### src/rtl/vram_arbiter.sv
// Single-port video RAM arbiter: VGA tile reads win every cycle, CPU writes are
// posted through a small FIFO, and CPU reads wait for the FIFO to drain.
//
// state   | meaning
// IDLE    | CPU interface open; writes are posted, a read moves to RD_PEND
// RD_PEND | read latched, waiting for a cycle with no VGA request and an empty FIFO
// RD_DATA | read issued last cycle; RAM data captured into cpu_rdata_o
module vram_arbiter #(
    parameter int ADDR_WIDTH = 12,
    parameter int DATA_WIDTH = 8,
    parameter int WBUF_DEPTH = 4
) (
    input  logic                          clk_i,
    input  logic                          reset_ni,
    input  logic                          vga_req_i,
    input  logic [ADDR_WIDTH-1:0]         vga_addr_i,
    output logic [DATA_WIDTH-1:0]         vga_data_o,
    input  logic                          cpu_valid_i,
    output logic                          cpu_ready_o,
    input  logic                          cpu_we_i,
    input  logic [ADDR_WIDTH-1:0]         cpu_addr_i,
    input  logic [DATA_WIDTH-1:0]         cpu_wdata_i,
    output logic                          cpu_rvalid_o,
    output logic [DATA_WIDTH-1:0]         cpu_rdata_o,
    output logic [$clog2(WBUF_DEPTH):0]   wbuf_count_o,
    output logic                          ram_en_o,
    output logic                          ram_we_o,
    output logic [ADDR_WIDTH-1:0]         ram_addr_o,
    output logic [DATA_WIDTH-1:0]         ram_wdata_o,
    input  logic [DATA_WIDTH-1:0]         ram_rdata_i
);

    localparam int PW = $clog2(WBUF_DEPTH);
    localparam int CW = PW + 1;

    typedef enum logic [1:0] {IDLE, RD_PEND, RD_DATA} state_t;

    state_t                state_q;
    logic [ADDR_WIDTH-1:0] rd_addr_q;
    logic [DATA_WIDTH-1:0] cpu_rdata_q;
    logic                  cpu_rvalid_q;
    logic                  vga_pend_q;
    logic [DATA_WIDTH-1:0] vga_data_q;

    logic [ADDR_WIDTH-1:0] wb_addr_q [WBUF_DEPTH];
    logic [DATA_WIDTH-1:0] wb_data_q [WBUF_DEPTH];
    logic [PW-1:0]         wr_ptr_q, rd_ptr_q;
    logic [CW-1:0]         count_q, count_d;

    logic fifo_empty, fifo_full, cpu_ready, push, pop, rd_issue;

    assign fifo_empty = (count_q == '0);
    assign fifo_full  = (count_q == CW'(WBUF_DEPTH));
    assign cpu_ready  = (state_q == IDLE) && (cpu_we_i ? !fifo_full : 1'b1);
    assign push       = cpu_valid_i && cpu_ready && cpu_we_i;
    assign pop        = !vga_req_i && !fifo_empty;
    assign rd_issue   = !vga_req_i && fifo_empty && (state_q == RD_PEND);

    assign cpu_ready_o  = cpu_ready;
    assign cpu_rvalid_o = cpu_rvalid_q;
    assign cpu_rdata_o  = cpu_rdata_q;
    assign vga_data_o   = vga_data_q;
    assign wbuf_count_o = count_q;

    // Port owner per cycle: VGA, then FIFO head, then the blocked CPU read.
    always_comb begin
        ram_en_o    = 1'b0;
        ram_we_o    = 1'b0;
        ram_addr_o  = '0;
        ram_wdata_o = '0;
        if (vga_req_i) begin
            ram_en_o   = 1'b1;
            ram_addr_o = vga_addr_i;
        end else if (!fifo_empty) begin
            ram_en_o    = 1'b1;
            ram_we_o    = 1'b1;
            ram_addr_o  = wb_addr_q[rd_ptr_q];
            ram_wdata_o = wb_data_q[rd_ptr_q];
        end else if (state_q == RD_PEND) begin
            ram_en_o   = 1'b1;
            ram_addr_o = rd_addr_q;
        end
    end

    always_comb begin
        count_d = count_q;
        case ({push, pop})
            2'b10:   count_d = count_q + CW'(1);
            2'b01:   count_d = count_q - CW'(1);
            default: count_d = count_q;
        endcase
    end

    always_ff @(posedge clk_i or negedge reset_ni) begin
        if (!reset_ni) begin
            wr_ptr_q <= '0;
            rd_ptr_q <= '0;
            count_q  <= '0;
        end else begin
            if (push) wr_ptr_q <= wr_ptr_q + PW'(1);
            if (pop)  rd_ptr_q <= rd_ptr_q + PW'(1);
            count_q <= count_d;
        end
    end

    // Storage needs no reset: occupancy alone decides which entries are live.
    always_ff @(posedge clk_i) begin
        if (push) begin
            wb_addr_q[wr_ptr_q] <= cpu_addr_i;
            wb_data_q[wr_ptr_q] <= cpu_wdata_i;
        end
    end

    always_ff @(posedge clk_i or negedge reset_ni) begin
        if (!reset_ni) begin
            vga_pend_q <= 1'b0;
            vga_data_q <= '0;
        end else begin
            vga_pend_q <= vga_req_i;
            if (vga_pend_q) vga_data_q <= ram_rdata_i;
        end
    end

    always_ff @(posedge clk_i or negedge reset_ni) begin
        if (!reset_ni) begin
            state_q      <= IDLE;
            rd_addr_q    <= '0;
            cpu_rdata_q  <= '0;
            cpu_rvalid_q <= 1'b0;
        end else begin
            cpu_rvalid_q <= 1'b0;
            case (state_q)
                IDLE: begin
                    if (cpu_valid_i && !cpu_we_i) begin
                        rd_addr_q <= cpu_addr_i;
                        state_q   <= RD_PEND;
                    end
                end
                RD_PEND: begin
                    if (rd_issue) state_q <= RD_DATA;
                end
                RD_DATA: begin
                    cpu_rdata_q  <= ram_rdata_i;
                    cpu_rvalid_q <= 1'b1;
                    state_q      <= IDLE;
                end
                default: state_q <= IDLE;
            endcase
        end
    end

endmodule
### config.mk
export PLATFORM = sky130hd
export DESIGN_NAME = vram_arbiter
export DESIGN_NICKNAME = d
export VERILOG_FILES = /design/src/rtl/vram_arbiter.sv
export SDC_FILE = /design/constraint.sdc
export NUM_CORES = 1
export LEC_CHECK = 0
export ABC_AREA = 1
export BUFFER_PORTS_ARGS = -buffer_cell sky130_fd_sc_hd__buf_2
export CORE_MARGIN = 8
export CORE_UTILIZATION = 30
export DETAILED_ROUTE_END_ITERATION = 6
export HOLD_SLACK_MARGIN = 0.05
export PLACE_DENSITY_LB_ADDON = 0.12
export SYNTH_ARGS = -nofsm -noshare
export SYNTH_HDL_FRONTEND = slang
export SYNTH_SLANG_ARGS = --single-unit
### constraint.sdc
create_clock -name clk_i -period 3.25 [get_ports clk_i]
set_clock_uncertainty 0.1 [all_clocks]
set_input_delay 0.65 -clock clk_i [delete_from_list [all_inputs] [get_ports clk_i]]
set_output_delay 0.65 -clock clk_i [all_outputs]
set_load 0.005 [all_outputs]
# Yosys cells after proc, flatten, opt, wreduce, memory -nomap -nowiden
# Memories as Yosys holds them, arrays and structs flattened.
# Index checks and enable logic that the tools add are counted.
dict set report op_classes {
  reduce_logical 16
  eq_ne 7
  addsub 4
  muxes 18
}
# op count
set op_table {}
lappend op_table {{$mux W12} 3}
lappend op_table {{$mux W8} 2}
lappend op_table {{$mux W1} 9}
lappend op_table {{$logic_and A1 B1 Y1} 7}
lappend op_table {{$pmux W3 S2} 1}
lappend op_table {{$add A2 B1 Y2 const B} 2}
lappend op_table {{$eq A2 B1 Y1 const B} 2}
lappend op_table {{$eq A2 B2 Y1 const B} 2}
lappend op_table {{$logic_not A1 Y1} 4}
lappend op_table {{$mux W2} 2}
lappend op_table {{$pmux W2 S2} 1}
lappend op_table {{$reduce_and A2 Y1} 2}
lappend op_table {{$add A3 B1 Y3 const B} 1}
lappend op_table {{$eq A3 B3 Y1 const B} 1}
lappend op_table {{$logic_not A3 Y1} 1}
lappend op_table {{$sub A3 B1 Y3 const B} 1}
lappend op_table {{$logic_not A2 Y1} 1}
lappend op_table {{$ne A2 B1 Y1 const B} 1}
lappend op_table {{$ne A2 B2 Y1 const B} 1}
lappend op_table {{$reduce_bool A2 Y1} 1}
dict set report totals {
  mem_count 2
  mem_bits_rw 80
  wordCells 56
  reg_bits 39
  output_inout_bits 43
  input_bits 45
}
# name depth word_bits read_ports rd_ports_with_merged_regs write_ports line
set mem_list {}
lappend mem_list {wb_addr_q 4 12 1 0 1 45} ;# logic [ADDR_WIDTH-1:0] wb_addr_q [WBUF_DEPTH];
lappend mem_list {wb_data_q 4 8 1 0 1 46} ;# logic [DATA_WIDTH-1:0] wb_data_q [WBUF_DEPTH];

# Logic depth before layout (Yosys ltp)
dict set report depth {
  word_depth 8
  ltp_mapped 10
  depth_no_buf 10
}

# Worst setup path before layout
# OpenSTA, ideal clock, no wires.
dict set report synth_timing {
  path_kind {input port to flip-flop}
  startpoint {input port cpu_valid_i}
  endpoint {memory wb_addr_q[0][0], enable pin}
  n_path_buf 0
  stages 4
  setup_slack_ps 970
  arrival_ps 1783
  t_required_ps 2753
  setup_time_ps 397
  path_cell_list {nand2_1 > inv_1 > nand3_2 > nor2_1}
}
dict set report synth_between {
  elab_chain_len 4
}
# item line
set synth_lines {}
lappend synth_lines {{start: declaration} 18} ;# input logic cpu_valid_i,
lappend synth_lines {{$logic_and A1 B1 Y1 (2 in series)} 55} ;# assign push = cpu_valid_i && cpu_ready && cpu_we_i;
lappend synth_lines {{$mux W1} 108} ;# if (push) begin
lappend synth_lines {{$mux W1 (not written as such)} 109} ;# wb_addr_q[wr_ptr_q] <= cpu_addr_i;
lappend synth_lines {{end: declaration} 45}
# No other way between the ends.

# Final worst setup path
dict set report layout_timing {
  startpoint {register rd_ptr_q[0]}
  endpoint {output port ram_wdata_o[1]}
}
dict set report layout_between {
  elab_chain_len 3
}
# item line
set layout_lines {}
lappend layout_lines {{start: declaration} 47} ;# logic [PW-1:0] wr_ptr_q, rd_ptr_q;
lappend layout_lines {{start signal: assignment} 101} ;# if (pop) rd_ptr_q <= rd_ptr_q + PW'(1);
lappend layout_lines {{$mem_v2 Z4 W8} --}
lappend layout_lines {{$mux W8} 74} ;# end else if (!fifo_empty) begin
lappend layout_lines {{$mux W8} 71} ;# if (vga_req_i) begin
lappend layout_lines {{end: declaration} 29} ;# output logic [DATA_WIDTH-1:0] ram_wdata_o,
# No other way between the ends.

==> summary.md <==
| Metric | Value |
|---|---|
| Status | completed |
| Antenna Nets Post-Route | 0 |
| Pwr Density | 848 mW/mm² |
| Total power | 0.00525 W |
| Cell Rows | 47 |
| Initial antenna violation count | 1 |
| Final setup violation count | 0 |
| Register bit total from synthesis | 119 |
| Post-Synthesis Net Count | 504 |
| Cts bufs inserted | 17 |
| Post-synthesis area per instance | 10.9 µm² |
| Initial Util | 0.303 |
| Synth top area cells | edfxtp_1, dfrtp_1, nand2_1, nand3_1, nor2_1 |
| Nets | 600 |
| Place WS | 0.510 ns |
| Comb pwr share | 0.284 |
| Sw Share | 0.337 |
| Vias in the first global route | 3571 |
| Sequential fraction of the synthesis area | 0.682 |
| Crit-path max FO | 42 |
| Worst hold path type | input pin to asynchronous set/reset pin |
| Crit path cell chain | inv_2, o21ai_0, a21oi_1, buf_2 |
| H-tree depth | 4 |
| Final period util | 0.840 |
| Flop-to-flop setup slack | 1.05 ns |
| CP peak stage delay | 0.56 ns |
| CP arrival | 1.98 ns |
| Minimum hold slack | 0.306 ns |
| Synth top area share | 0.485 |
| Syn. warnings | 0 |
| WP buf/inv | 2 |
| Filler instances | 1694 |
| Slowest stage cell on the critical path | inv_2 |
| Core footprint | 0.0163 mm² |
| Slew Limit Fails | 0 |
| Commonest non-fill, non-tap cells in the layout | nand2_1, buf_2, edfxtp_1 |
| Seq. cell area | 0.00338 mm² |
| Total congestion overflow | 0 |
| Ports | 88 |
| DRC Markers | 0 |
| Clk sinks | 119 |
| Setup bufs post-CTS | 0 |
| Die area | 0.0209 mm² |
| Latest clock arrival within the worst-skew pair | 0.41 ns |
| Yosys cell types | 28 |
| Commonest non-fill, non-tap cell in the layout | nand2_1 |
| Number of I/O port buffers | 87 |
| First-pass GRT wire length | 20200 µm |
| Worst-Margin Slew | 0.995 ns |
| Max Freq | 366 MHz |
| Leakage power | 2.65 nW |
| Max-slew headroom | 0.337 |
| Post-DP HPWL | 7930 µm |
| Max Buffers Root-to-Sink | 2 |
| VDD IR max | 0.000388 V |
| Clock network power share | 0.330 |
| RSZ-0062 raised after global routing | false |
| EDFF count, synth | 80 |
| Setup CP Type | register to primary output |
| Drt total wl | 12800 µm |
| DR vias/cell | 4.45 |
| Gpl congestion | 0.683 |
| Hold buffers post-CTS | 0 |
| CTS tree | built |
| Delay-heaviest family, CP | buffers and inverters |
| Setup TNS | 0 ns |
| Main synth FF type | edfxtp_1 |
| Crit end category | primary output |
| Die Wd | 144 µm |
| Ys async rst share | 0.328 |
| Gr usage total | 0.132 |
| Post-route setup slack | 0.521 ns |
| Startpoint Class | register |
| Fraction of layout instances using a drive strength above 1 | 0.263 |
| Synth Instances | 453 |
| CTS clk-pin slew, worst paths | 0.05 ns |
| Die Ht | 144 µm |
| Max cap viols | 0 |
| Initial DRC count | 155 |
| Wire per inst | 16.4 µm |
| Largest net degree at the start of global routing | 43 |
| Root Driver | clkbuf_16 |
| Layout area overhead | 25.1% |
| Via count | 3478 |
| Antenna diodes | 0 |
| Post-CTS Resized | 0 |
| P_sw | 0.00177 W |
| Post-synthesis cell area | 0.00495 mm² |
| Crit path time final | 2.73 ns |
| Internal | 0.00348 W |
| Critical Path RT | 2.50 ns |
| Multi-input gate area | 0.00135 mm² |
| Largest area contributor in the netlist | edfxtp_1 |
| Pre-Repair DR Iteration Count | 5 |
| Seq pwr share | 0.386 |
| Hold Fails Final Rpt | 0 |
metal layers:
metal / vias to the layer above / routed length [µm] / global-route usage
li1: 1704 / - / -
met1: 1682 / 5760 / 0.163
met4: 2 / 195 / 0.0493
met3: 21 / 509 / 0.0360
met5: - / 16 / 0
met2: 69 / 6310 / 0.216
path summary, 6_finish.rpt:
| check | startpoint | end | depth (start not counted) |
|---|---|---|---|
| worst max-delay path | rd_ptr_q[0]$_DFFE_PN0P_ | ram_wdata_o[1] | 4 |
| worst min-delay path | reset_ni | wbuf_count_o[1]$_DFFE_PN0P_ | 1 |
| worst max register to register | wbuf_count_o[0]$_DFFE_PN0P_ | wbuf_count_o[2]$_DFFE_PN0P_ | 10 |
| worst min register to register | cpu_rdata_o[4]$_DFFE_PN0P_ | cpu_rdata_o[4]$_DFFE_PN0P_ | 2 |
| max in group asynchronous | reset_ni | rd_addr_q[3]$_DFFE_PN0P_ | 1 |
| min in group clk_i | ram_rdata_i[4] | cpu_rdata_o[4]$_DFFE_PN0P_ | 3 |
per-stage QoR:
stage          utilization  std cells  area, µm²
5_1_grt              0.379        782       6200
6_report             0.379        782       6200
3_5_place_dp         0.345        750       5650
4_1_cts              0.379        782       6200
3_3_place_gp         0.345        750       5650
2_1_floorplan            -        453       4950
state kept, by name (all words and copies together) (netlist names):
| name | flops |
|---|---|
| cpu_rvalid_o | 1 |
| wr_ptr_q | 2 |
| cpu_rdata_o | 8 |
| wb_data_q | 32 |
| wb_addr_q | 48 |
| state_q | 2 |
| vga_data_o | 8 |
| rd_ptr_q | 2 |
| wbuf_count_o | 3 |
| vga_pend_q | 1 |
| rd_addr_q | 12 |
synthesized netlist by cell type, types with 2 or more instances:
cell type and n:
nor2_4 2, clkbuf_1 5, nand3_2 2, inv_2 2, ha_1 5, edfxtp_1 80, a21oi_1 10, nor2_2 2
dfrtp_1 39, nand2_1 117, inv_1 32, nand4_1 3, mux2_2 7, buf_2 12, nand3_1 49, nor2_1 45
o21ai_0 30
final cells by class:
| cell class | count | share of cell area |
|---|---|---|
| inverters | 34 | 0.0206 |
| clock buffers | 20 | 0.0721 |
| repair buffers | 97 | 0.0824 |
| clock inverters | 12 | 0.0168 |
| well taps | 220 | 0.0444 |
| multi-input cells | 280 | 0.218 |
| flip-flops and latches | 119 | 0.545 |
power by group through the flow:
stage	clock (W)	sequential (W)	combinational (W)
2_1_floorplan	0	0.00204	0.000932
3_3_place_gp	0	0.00205	0.00150
3_5_place_dp	0	0.00205	0.00153
4_1_cts	0.00177	0.00203	0.00154
5_1_grt	0.00185	0.00206	0.00171
6_report	0.00173	0.00203	0.00149
cells by family after synthesis:
group / Yosys count / share of synthesized area
AND/OR/NAND/NOR: 223 / 0.192
buffers and inverters: 54 / 0.0462
multiplexers: 7 / 0.0159
flip-flops: 119 / 0.682
adder cells (fa/ha/maj): 6 / 0.0167
XOR/XNOR: 2 / 0.00354
AO/OA/AOI/OAI: 42 / 0.0432
worst reg2reg max path: stages (launching register included):
cell     delay (ns)
dfrtp_1        0.43
nor2_4         0.22
nand3_1        0.15
nand3_2        0.20
ha_1           0.18
inv_1          0.06
fa_1           0.38
nor2_1         0.11
nor2_1         0.04
nand2_1        0.08
xor2_1         0.15
Note: power is estimated with default switching activity, not from simulation.
